**src/rtl/fetch_decode_ctrl.sv**
```systemverilog
// ============================================================================
// fetch_decode_ctrl : instruction fetch / decode / issue sequencer
// Rev 1.0
// ============================================================================
`default_nettype none

module fetch_decode_ctrl #(
  parameter logic [7:0] MAX_ADDR = 8'hFF
) (
  input  logic       clk,
  input  logic       rst,
  input  logic       start,
  input  logic [1:0] prog_sel,
  output logic [1:0] prog,
  output logic [7:0] address,
  input  logic [7:0] instruction,
  input  logic       exec_ready,
  output logic       op_valid,
  output logic [3:0] op_code,
  output logic [1:0] op_ra,
  output logic [1:0] op_rb,
  output logic       alu_en,
  output logic       push_en,
  output logic       lda_en,
  output logic       ldb_en,
  output logic       out_en,
  output logic       busy,
  output logic       done,
  output logic       err,
  output logic [7:0] instr_count
);

  typedef enum logic [1:0] {
    IDLE  = 2'd0,
    FETCH = 2'd1,
    ISSUE = 2'd2,
    DONE  = 2'd3
  } state_t;

  state_t     state;
  state_t     state_next;
  logic [7:0] ir;
  logic       is_nop;
  logic       is_out;
  logic       leave_issue;

  assign is_nop      = (ir[7:5] == 3'b111);
  assign is_out      = (ir[7:4] == 4'b1011);
  // NOPs never wait on the execute stage
  assign leave_issue = (state == ISSUE) && (is_nop || exec_ready);

  assign op_code  = ir[7:4];
  assign op_ra    = ir[3:2];
  assign op_rb    = ir[1:0];
  assign op_valid = (state == ISSUE) && !is_nop;
  assign busy     = (state != IDLE);
  assign done     = (state == DONE);

  always_ff @(posedge clk or posedge rst) begin
    if (rst) begin
      state <= IDLE;
    end else begin
      state <= state_next;
    end
  end

  always_comb begin
    state_next = state;
    case (state)
      IDLE:  if (start) state_next = FETCH;
      FETCH: state_next = ISSUE;
      ISSUE: begin
        if (leave_issue) begin
          if (is_out || (address == MAX_ADDR)) state_next = DONE;
          else                                 state_next = FETCH;
        end
      end
      DONE:  state_next = IDLE;
      default: state_next = IDLE;
    endcase
  end

  always_comb begin
    alu_en  = 1'b0;
    push_en = 1'b0;
    lda_en  = 1'b0;
    ldb_en  = 1'b0;
    out_en  = 1'b0;
    if (op_valid) begin
      case (ir[7:4])
        4'b1000: push_en = 1'b1;
        4'b1001: lda_en  = 1'b1;
        4'b1010: ldb_en  = 1'b1;
        4'b1011: out_en  = 1'b1;
        default: alu_en  = 1'b1;
      endcase
    end
  end

  always_ff @(posedge clk or posedge rst) begin
    if (rst) begin
      prog        <= 2'd0;
      address     <= 8'd0;
      ir          <= 8'd0;
      err         <= 1'b0;
      instr_count <= 8'd0;
    end else begin
      case (state)
        IDLE: begin
          if (start) begin
            address     <= 8'd0;
            prog        <= prog_sel;
            instr_count <= 8'd0;
            err         <= 1'b0;
          end
        end
        FETCH: ir <= instruction;
        ISSUE: begin
          if (op_valid && exec_ready) instr_count <= instr_count + 8'd1;
          if (leave_issue && !is_out) begin
            if (address == MAX_ADDR) err <= 1'b1;
            else                     address <= address + 8'd1;
          end
        end
        default: ;
      endcase
    end
  end

endmodule

`default_nettype wire

```
**config.mk**
```make
export PLATFORM = sky130hd
export DESIGN_NAME = fetch_decode_ctrl
export DESIGN_NICKNAME = d
export VERILOG_FILES = /design/src/rtl/fetch_decode_ctrl.sv
export SDC_FILE = /design/constraint.sdc
export NUM_CORES = 1
export LEC_CHECK = 0
export BUFFER_PORTS_ARGS = -buffer_cell sky130_fd_sc_hd__buf_4
export CORE_MARGIN = 5
export CORE_UTILIZATION = 38
export CTS_CLUSTER_SIZE = 20
export DETAILED_ROUTE_END_ITERATION = 7
export HOLD_SLACK_MARGIN = 0.05
export PLACE_DENSITY = 0.6
export SETUP_SLACK_MARGIN = 0.3
export SYNTH_ARGS = -nofsm -noshare
export SYNTH_HDL_FRONTEND = slang
export SYNTH_SLANG_ARGS = --single-unit
```
**constraint.sdc**
```tcl
create_clock -name clk -period 3.9 [get_ports clk]
set_clock_uncertainty 0.2 [all_clocks]
set_input_delay 0.195 -clock clk [delete_from_list [all_inputs] [get_ports clk]]
set_output_delay 0.195 -clock clk [all_outputs]
set_load 0.005 [all_outputs]
```
==> flow_metrics.py, run 1 <==
metrics = {
    "layout": {
        "area_delta_synth_final_pct": 43.8,
        "final_nets": 220,
        "diodes": 0,
        "n_fill_cell": 340,
        "utilization_pct": 56.2,
        "drive_gt1_share_pct": 31.7,
        "final_common_cell": "buf_4",
        "final_cell_mix": "buf_4, dfrtp_1, nand2_1, dlygate4sd3_1, a21oi_1",
    },
    "floorplan": {
        "initial_core_util_pct": 39.1,
        "row_count": 22,
        "io_pins": 49,
        "die_h_um": 71.2,
        "die-area_mm2": 0.00506,
        "core_mm2": 0.00363,
        "die_w_um": 71.2,
    },
    "sta": {
        "fin_ws_ns": 1.56,
        "hold_ws_ns": 0.0782,
        "worstMarginPinSlew_ns": 1.09,
        "fin_crit_ns": 2.34,
        "drv_slew": 0,
        "setup_viol": 0,
        "setup_tns_ns": 0,
        "grt_setup_unrepaired": "no",
        "timing.fmax_mhz": 428,
        "hold_viol": 0,
        "post-route-period-util_pct": 59.9,
        "relSlewSlack_pct": 27.5,
    },
    "hold_path": {
        "hold_depth": 3,
        "min_path_type": "in2reg",
        "min_to": "state[0]$_DFFE_PP0P_",
        "min_from": "start",
    },
    "yosys": {
        "synthCells": 142,
        "synth_cell_types": 37,
        "syn_area_mm2": 0.00142,
        "ys_seq_area_share_pct": 51.1,
        "synth-seq-cells": 29,
        "syn_nets": 158,
        "ys_warn_count": 0,
        "syn_area_per_cell_um2": 10.0,
    },
    "detailed_routing": {
        "routed_via_density": 5.27,
        "avgRoutedWirePerCell_um": 14.3,
        "drc": 0,
        "antenna_left": 0,
        "drtIter0Drc": 68,
        "first_pass_iters": 4,
        "routed-via-count": 1333,
        "wl_um": 3610,
    },
    "job": {
        "maxCapViolCount": 0,
    },
    "setup_path": {
        "cp_num_cells": 4,
        "critPathMaxStageDelay_ns": 0.67,
        "endpoint_kind": "register",
        "r2r_start": "state[0]$_DFFE_PP0P_",
        "crit_path_start": "state[0]$_DFFE_PP0P_",
        "required_ns": 3.89,
        "cp_max_fo": 13,
        "crit_chain": "nand2b_1, or4_1, or3_1, a21oi_1",
        "critPathKind": "reg2reg",
        "r2r_slack_ns": 1.56,
        "startpoint_type": "register",
        "critical_path_buf_inv_count": 0,
        "crit_slowest_cell": "or4_1",
        "r2r_cells": 4,
        "reg2reg_to": "instr_count[5]$_DFFE_PP0P_",
        "critPathTopFamily": "simple AND/OR/NAND/NOR gates",
        "arrival_ns": 2.33,
    },
    "clock_tree": {
        "clk_pin_slew_ns": 0.06,
        "cts_sinks": 29,
        "h-tree-depth": 2,
        "root_buffer": "clkbuf_8",
        "ctsHoldBuffers": 12,
        "cts_buffers": 5,
        "cts_tree": "yes",
        "cts_max_path_buffers": 2,
        "clk_latency_ns": 0.27,
        "cts_resized": 0,
        "cts_setup_buffers": 0,
    },
    "power": {
        "p_per_area_mw_per_mm2": 601,
        "power.static_leakage_nw": 0.977,
        "p_total_mw": 1.23,
        "ir_drop_v": 0.000391,
    },
    "place": {
        "port_buffers": 48,
        "place_congestion": 0.847,
        "place_ws_ns": 1.62,
        "place_hpwl_um": 2560,
    },
    "global_route": {
        "antenna_found_initial": 0,
        "grt_pass1_wl_um": 6420,
        "grt_max_degree": 30,
        "grt_pass1_vias": 1378,
        "overflow": 0,
        "track_usage_pct": 15.8,
    },
    "status": {
        "status": "finished clean",
    },
}
## cells in the mapped netlist
master    count  area [um2]
a21oi_1      11        55.1
buf_2         1        5.00
nor2_1        4        15.0
nand4_1       3        18.8
a311oi_1      1        8.76
nand4b_1      1        8.76
a21o_1        1        7.51
and2_1        1        6.26
and4_1        1        8.76
nor2b_1       1        6.26
nor3_1        1        5.00
nor3b_1       1        7.51
dfrtp_1      29         726
nand2b_1      4        25.0
ha_1          2        25.0
nand2_1      17        63.8
o21a_1        4        30.0
a22o_1        2        17.5
nand3_1       3        15.0
and3_1        3        18.8
o21ai_0       7        35.0
or3_1         2        12.5
o211ai_1      4        30.0
o211a_1       1        10.0
xnor2_1       1        8.76
a31oi_1       3        18.8
or4_1         1        7.51
nor4b_1       1        8.76
or2_2         1        6.26
nor4_1        3        18.8
a21boi_0      1        7.51
o31ai_1       4        30.0
inv_1         8        30.0
mux2_2        8        90.1
a32o_1        1        10.0
o221ai_1      1        8.76
clkbuf_1      4        15.0
## sequential cells by signal, summed over array words and instances (netlist names)
| register | cells |
|---|---|
| address | 8 |
| instr_count | 8 |
| prog | 2 |
| err | 1 |
| state | 2 |
| ir | 8 |
## worst max path at each step
| stage | to | slack (ns) |
|---|---|---|
| after floorplan | address[0]$_DFFE_PP0P_ | 1.88 |
| after global placement | instr_count[5]$_DFFE_PP0P_ | 1.72 |
| after detailed placement | instr_count[5]$_DFFE_PP0P_ | 1.62 |
| after CTS | instr_count[5]$_DFFE_PP0P_ | 1.59 |
| after global routing | instr_count[5]$_DFFE_PP0P_ | 1.50 |
| final | instr_count[5]$_DFFE_PP0P_ | 1.56 |
## power breakdown
group	internal [mW]	switching, mW
clock	0.159	0.108
sequential	0.386	0.0983
combinational	0.253	0.223
total	0.798	0.430
## routing by layer
metal | GRT usage, % | part of all wire (%) | vias to the layer above
met5 | 0 | 0 | -
met4 | 4.80 | 0.75 | 0
met3 | 5.68 | 7.4 | 4
met2 | 24.3 | 46 | 49
met1 | 20.8 | 45 | 639
li1 | - | - | 641
## cell type report
| cell class | count | area [um2] | share of cell area, % |
|---|---|---|---|
| Clock buffer | 7 | 96.3 | 4.72 |
| Sequential cell | 29 | 726 | 35.5 |
| Inverter | 8 | 30.0 | 1.47 |
| Timing Repair Buffer | 60 | 480 | 23.5 |
| Clock inverter | 1 | 5.00 | 0.245 |
| Multi-Input combinational cell | 100 | 646 | 31.6 |
| Tap cell | 48 | 60.1 | 2.94 |
## worst reg2reg max path, cell delays in order, from the launching register on
cell and delay [ns]:
dfrtp_1 0.43, nand2b_1 0.37, or4_1 0.67, or3_1 0.41, a21oi_1 0.17
## kinds of logic after synthesis
| group | after synthesis | share of synthesized area, % |
|---|---|---|
| muxes | 8 | 6.34 |
| DFF | 29 | 51.1 |
| xor gates and xnor gates | 1 | 0.616 |
| AOI/OAI and AO/OA | 41 | 18.9 |
| and+or+nand+nor | 48 | 17.8 |
| buffers and inverters | 13 | 3.52 |
| adders and majority gates | 2 | 1.76 |
## through the flow
stage                     area, um2  cells
after floorplan                1420    142
after global placement         1820    233
after detailed placement       1820    233
after CTS                      2040    253
after global routing           2040    253
final                          2040    253
Note: power is estimated with default switching activity, not from simulation.
==> inputs of run 2 (changes only) <==
Settings changed: ABC_AREA set to 1, PLACE_DENSITY 0.6 to 0.61.
Clock period 3.9 ns to 1.9 ns, I/O delays scaled along.
==> flow_metrics.py, run 2 <==
metrics = {
    "yosys": {
        "syn_area_per_cell_um2": 7.95,
        "synth_common_cells": "nand2_1, dfrtp_1, inv_1",
        "synth_top_cell_by_area": "dfrtp_1",
        "synth_top_family_by_area": "simple AND/OR/NAND/NOR gates",
        "syn_area_mm2": 0.00165,
        "synth_top_area_share_pct": 44.1,
        "synth-seq-cells": 29,
        "synthMuxAreaShare_pct": 4.79,
        "synthArstFlopShare_pct": 100,
        "yosysMostFrequentCell": "nand2_1",
        "ys_seq_area_share_pct": 44.1,
        "synth_edf_count": 0,
        "ys_warn_count": 0,
        "ys.flop_type": "dfrtp_1",
        "synthAdderAreaFrac_pct": 1.52,
        "syn_nets": 223,
        "synth_xor_area_share_pct": 0.532,
        "synth_cell_types": 24,
        "synthCells": 207,
        "synth_compound_area_share_pct": 4.11,
        "synthTopCellsByArea": "dfrtp_1, nand2_1, inv_1",
        "post_synth_and_or_nand_nor_area_fraction_pct": 37.5,
    },
    "layout": {
        "instances_no_fill": 346,
        "area_delta_synth_final_pct": 55.4,
        "reg_top3": "address x8, instr_count x8, ir x8",
        "final_nets": 309,
        "final_common_cell": "nand2_1",
        "final_cell_mix": "nand2_1, buf_4, dfrtp_1, inv_1, nor2_1",
        "n_fill_cell": 385,
        "drive_gt1_share_pct": 40.1,
        "diodes": 0,
    },
    "detailed_routing": {
        "top_layer": "met4",
        "routed_via_density": 4.72,
        "wl_met1_um": 1860,
        "wl_um": 4310,
        "first_pass_iters": 4,
        "avgRoutedWirePerCell_um": 12.5,
        "wl_met3_um": 283,
        "antenna_left": 0,
        "routed-via-count": 1634,
        "drc": 0,
        "drtIter0Drc": 92,
        "wl_met2_um": 2110,
    },
    "setup_path": {
        "critPathKind": "reg2out",
        "cp_num_cells": 4,
        "r2r_slack_ns": 0.36,
        "reg2reg_to": "address[6]$_DFFE_PP0P_",
        "cp_max_fo": 5,
        "r2r_cells": 9,
        "required_ns": 1.60,
        "r2r_start": "address[0]$_DFFE_PP0P_",
        "crit_slowest_cell": "dfrtp_2",
        "critical_path_buf_inv_count": 2,
        "crit_end": "lda_en",
        "crit_chain": "nor2_4, inv_2, nor3_1, buf_4",
        "critPathMaxStageDelay_ns": 0.43,
        "critPathTopFamily": "flip-flops",
        "crit_path_start": "state[0]$_DFFE_PP0P_",
        "startpoint_type": "register",
        "endpoint_kind": "output pin",
        "arrival_ns": 1.31,
    },
    "floorplan": {
        "die_w_um": 75.8,
        "core_mm2": 0.00426,
        "io_pins": 49,
        "die-area_mm2": 0.00575,
        "initial_core_util_pct": 38.6,
        "row_count": 24,
        "die_h_um": 75.8,
    },
    "sta": {
        "post-route-period-util_pct": 84.4,
        "setup_viol": 0,
        "relSlewSlack_pct": 75.3,
        "setup_tns_ns": 0,
        "grt_setup_unrepaired": "yes",
        "timing.fmax_mhz": 624,
        "hold_viol": 0,
        "worstMarginPinSlew_ns": 0.370,
        "drv_slew": 0,
        "fin_crit_ns": 1.60,
    },
    "clock_tree": {
        "cts_max_path_buffers": 2,
        "cts_sinks": 29,
        "cts_buffers": 5,
        "root_buffer": "clkbuf_8",
        "cts_tree": "yes",
        "clk_latency_ns": 0.28,
        "h-tree-depth": 2,
        "clk_pin_slew_ns": 0.07,
    },
    "hold_path": {
        "min_path_type": "in2async",
    },
    "global_route": {
        "track_usage_pct": 16.6,
        "overflow": 0,
        "antenna_found_initial": 0,
        "grt_pass1_vias": 1587,
        "grt_pass1_wl_um": 7250,
        "grt_max_degree": 30,
    },
    "place": {
        "placed_cells": 308,
        "port_buffers": 48,
        "place_congestion": 0.806,
        "place_hpwl_um": 2900,
    },
    "job": {
        "maxCapViolCount": 0,
    },
    "power": {
        "power.static_leakage_nw": 1.30,
        "p_per_area_mw_per_mm2": 1230,
        "ir_drop_v": 0.000812,
    },
    "status": {
        "status": "finished clean",
    },
}
run 2: cell count changes in the layout (fill, tap and decap cells not counted), moves of 5 or more:
cell | previous run | this run
a21oi_1 | 11 | 4
buf_4 | 48 | 65
dfrtp_1 | 29 | 24
dfrtp_2 | 0 | 5
inv_1 | 8 | 19
nand2_1 | 17 | 67
nand2_2 | 0 | 6
nand3_1 | 3 | 14
nor2_1 | 4 | 17
run 2: metrics by stage:
step	total power, mW	hold WS (ns)	instance area [um2]	utilization, %	setup WS (ns)
after global routing	3.37	0.309	2560	60.0	0.219
after floorplan	1.62	-0.0269	1650	-	0.399
final	3.15	0.274	2560	60.0	0.296
after detailed placement	2.08	0.00256	2070	48.6	0.244
after global placement	2.07	0.00372	2070	48.6	0.249
after CTS	2.86	0.247	2370	55.5	0.290
run 2: kinds of logic (layout without fill, tap and decap cells):
kind of cell	count (synthesis)	after routing
xor+xnor	1	1
flops	29	29
simple gates	128	128
mux	7	7
compound gates	12	12
buf+inv	28	115
fa+ha+maj	2	2
run 2: how the worst min path moves through the flow:
stage	start	endpoint	depth (start not counted)
2_1_floorplan	rst	address[0]$_DFFE_PP0P_	1
3_3_place_gp	rst	ir[0]$_DFFE_PP0N_	3
3_5_place_dp	rst	ir[0]$_DFFE_PP0N_	3
4_1_cts	rst	ir[0]$_DFFE_PP0N_	4
5_1_grt	prog[1]$_DFFE_PP0P_	prog[1]$_DFFE_PP0P_	2
6_report	rst	ir[0]$_DFFE_PP0N_	4
run 2: cell type report:
| cell class | instances | area, um2 | share of cell area [%] |
|---|---|---|---|
| clock inverter | 1 | 30.0 | 1.17 |
| inverter | 26 | 110 | 4.31 |
| tap | 52 | 65.1 | 2.54 |
| clock buffer | 7 | 86.3 | 3.38 |
| multi-input combinational | 150 | 873 | 34.1 |
| timing repair buffer | 81 | 661 | 25.8 |
| sequential | 29 | 732 | 28.6 |
run 2: routing by layer:
metal,GRT usage (%),up-vias
li1,-,828
met1,21.0,761
met3,5.01,6
met2,27.0,39
met4,5.63,0
met5,0,-
run 2: worst register-to-register path, stage by stage (launching register included):
cell and delay, ns:
dfrtp_1 0.38, ha_2 0.19, nand2_2 0.10, nor2_2 0.05, nand2_1 0.08, nand2_2 0.08
nand2_4 0.14, nand2_8 0.08, nand2_1 0.06, nand2_1 0.06
run 2: repair_timing:
item | in CTS | in global routing
hold endpoints to repair | 44 | 0
resized for setup | 7 | 24
hold buffers | 13 | 0
setup endpoints to repair | 20 | 16
buffers inserted | 5 | 12
pin swaps | 2 | 7
run 2: where the power goes:
part           switching [mW]  internal, mW
Clock                   0.231         0.427
Combinational           0.740         0.778
Sequential              0.186         0.793
==> inputs of run 3 (changes only) <==
Settings changed: ABC_AREA 1 to 0, PLACE_DENSITY 0.61 to 0.6.
Clock period 1.9 ns to 1.5 ns, I/O delays scaled along.
==> flow_metrics.py, run 3 (synthesis results as in run 1) <==
metrics = {
    "floorplan": {
        "die-area_mm2": 0.00506,
        "core_mm2": 0.00363,
        "row_count": 22,
        "initial_core_util_pct": 39.1,
        "io_pins": 49,
        "die_w_um": 71.2,
        "die_h_um": 71.2,
    },
    "power": {
        "p_int_mw": 3.29,
        "ir_drop_v": 0.00115,
        "p_comb_share_pct": 65.4,
        "switching_share_pct": 37.1,
        "p_per_area_mw_per_mm2": 1680,
        "p_total_mw": 5.23,
        "p_sw_mw": 1.94,
        "clockPowerShare_pct": 12.1,
        "power.static_leakage_nw": 1.44,
        "p_seq_share_pct": 22.5,
    },
    "clock_tree": {
        "cts_tree": "yes",
        "root_buffer": "clkbuf_8",
        "cts_sinks": 29,
        "clk_latency_ns": 0.29,
        "cts_buffers": 5,
        "h-tree-depth": 2,
        "clk_pin_slew_ns": 0.06,
        "cts_max_path_buffers": 2,
    },
    "layout": {
        "diodes": 0,
        "final_common_cell": "buf_6",
        "instances_no_fill": 317,
        "drive_gt1_share_pct": 66.2,
        "final_nets": 284,
        "fin_area_mm2": 0.00312,
        "final_cell_mix": "buf_6, buf_4, dfrtp_1, dlygate4sd3_1, nand2_1",
        "utilization_pct": 85.8,
        "reg_top3": "address x8, instr_count x8, ir x8",
        "area_delta_synth_final_pct": 119,
    },
    "setup_path": {
        "cp_max_fo": 5,
        "critical_path_buf_inv_count": 0,
        "startpoint_type": "register",
        "r2r_start": "ir[6]$_DFFE_PP0N_",
        "required_ns": 1.51,
        "crit_path_start": "ir[6]$_DFFE_PP0N_",
        "critPathKind": "reg2reg",
        "crit_chain": "and3_4, or4_4, or3_4, a21oi_2",
        "endpoint_kind": "register",
        "critPathMaxStageDelay_ns": 0.45,
        "crit_slowest_cell": "or4_4",
        "critPathTopFamily": "simple AND/OR/NAND/NOR gates",
        "arrival_ns": 1.81,
    },
    "place": {
        "place_congestion": 0.860,
        "placed_cells": 274,
        "place_hpwl_um": 3110,
        "place_ws_ns": -0.315,
        "postPlaceCellArea_mm2": 0.00219,
        "port_buffers": 48,
    },
    "global_route": {
        "overflow": 0,
        "antenna_found_initial": 0,
        "grt_pass1_wl_um": 9140,
        "grt_pass1_vias": 1832,
        "track_usage_pct": 22.7,
        "grt_max_degree": 21,
    },
    "sta": {
        "worstMarginPinSlew_ns": 0.431,
        "fin_crit_ns": 1.79,
        "grt_setup_unrepaired": "yes",
        "setup_viol": 30,
        "relSlewSlack_pct": 71.2,
        "drv_slew": 0,
        "timing.fmax_mhz": 558,
        "fin_ws_ns": -0.294,
        "hold_viol": 0,
        "post-route-period-util_pct": 120,
    },
    "detailed_routing": {
        "routed-via-count": 1706,
        "routed_via_density": 5.38,
        "avgRoutedWirePerCell_um": 19.1,
        "antenna_left": 0,
        "wl_um": 6070,
        "drc": 0,
        "first_pass_iters": 4,
        "drtIter0Drc": 95,
    },
    "status": {
        "status": "finished, violations left",
        "violations": "negative setup slack",
    },
    "hold_path": {
        "min_from": "exec_ready",
        "min_path_type": "in2reg",
    },
    "job": {
        "maxCapViolCount": 0,
    },
}
run 3: area by class of cell:
class / count / area, um2
clock buffer: 6 / 72.6
inverter: 8 / 30.0
clock inverter: 2 / 10.0
timing repair buffer: 124 / 1220
sequential: 29 / 728
multi-input combinational: 100 / 1000
fill: 171 / 514
tap: 48 / 60.1
run 3: path summary, 6_finish.rpt:
path	end	slack [ns]	depth (start not counted)
setup / recovery	instr_count[5]$_DFFE_PP0P_	-0.29	4
max in group asynchronous	instr_count[4]$_DFFE_PP0P_	0.49	4
hold reg to reg	prog[1]$_DFFE_PP0P_	0.29	2
setup reg to reg	instr_count[5]$_DFFE_PP0P_	-0.29	4
min in group asynchronous	ir[0]$_DFFE_PP0N_	0.15	3
hold / removal	instr_count[3]$_DFFE_PP0P_	0.05	4
run 3: power by group through the flow:
stage	logic [mW]	registers (mW)	clock network, mW
after floorplan	0.767	1.26	0
after global placement	1.86	1.13	0
after detailed placement	1.89	1.15	0
after CTS	3.00	1.16	0.628
after global routing	3.62	1.20	0.682
final	3.42	1.18	0.631
run 3: tightest hold or removal path: stages:
cell	delay, ns
buf_4	0.12
inv_1	0.07
or4_4	0.15
o31ai_1	0.07
run 3: routing by layer:
metal | GRT usage, % | share of wire (%) | vias up
met4 | 7.93 | 2.8 | 0
met5 | 0 | 0 | -
met3 | 6.53 | 5.3 | 23
met2 | 38.9 | 53 | 69
li1 | - | - | 772
met1 | 27.1 | 39 | 842
run 3: through the flow:
step                      hold WS, ns  TNS, ns
final                          0.0486    -4.42
after global routing           0.0504    -6.06
after CTS                      0.0137    -3.25
after detailed placement       -0.105    -3.40
after global placement         -0.115    -2.88
after floorplan               -0.0470    -2.87
run 3: repair_timing:
item                                   CTS  global route
buffers inserted                        15             5
setup endpoints to repair               53            55
resized for setup                      103            30
hold buffers                            14             0
endpoints found under the hold margin   45             0
gates cloned                             1             0
pin swaps                               23            13
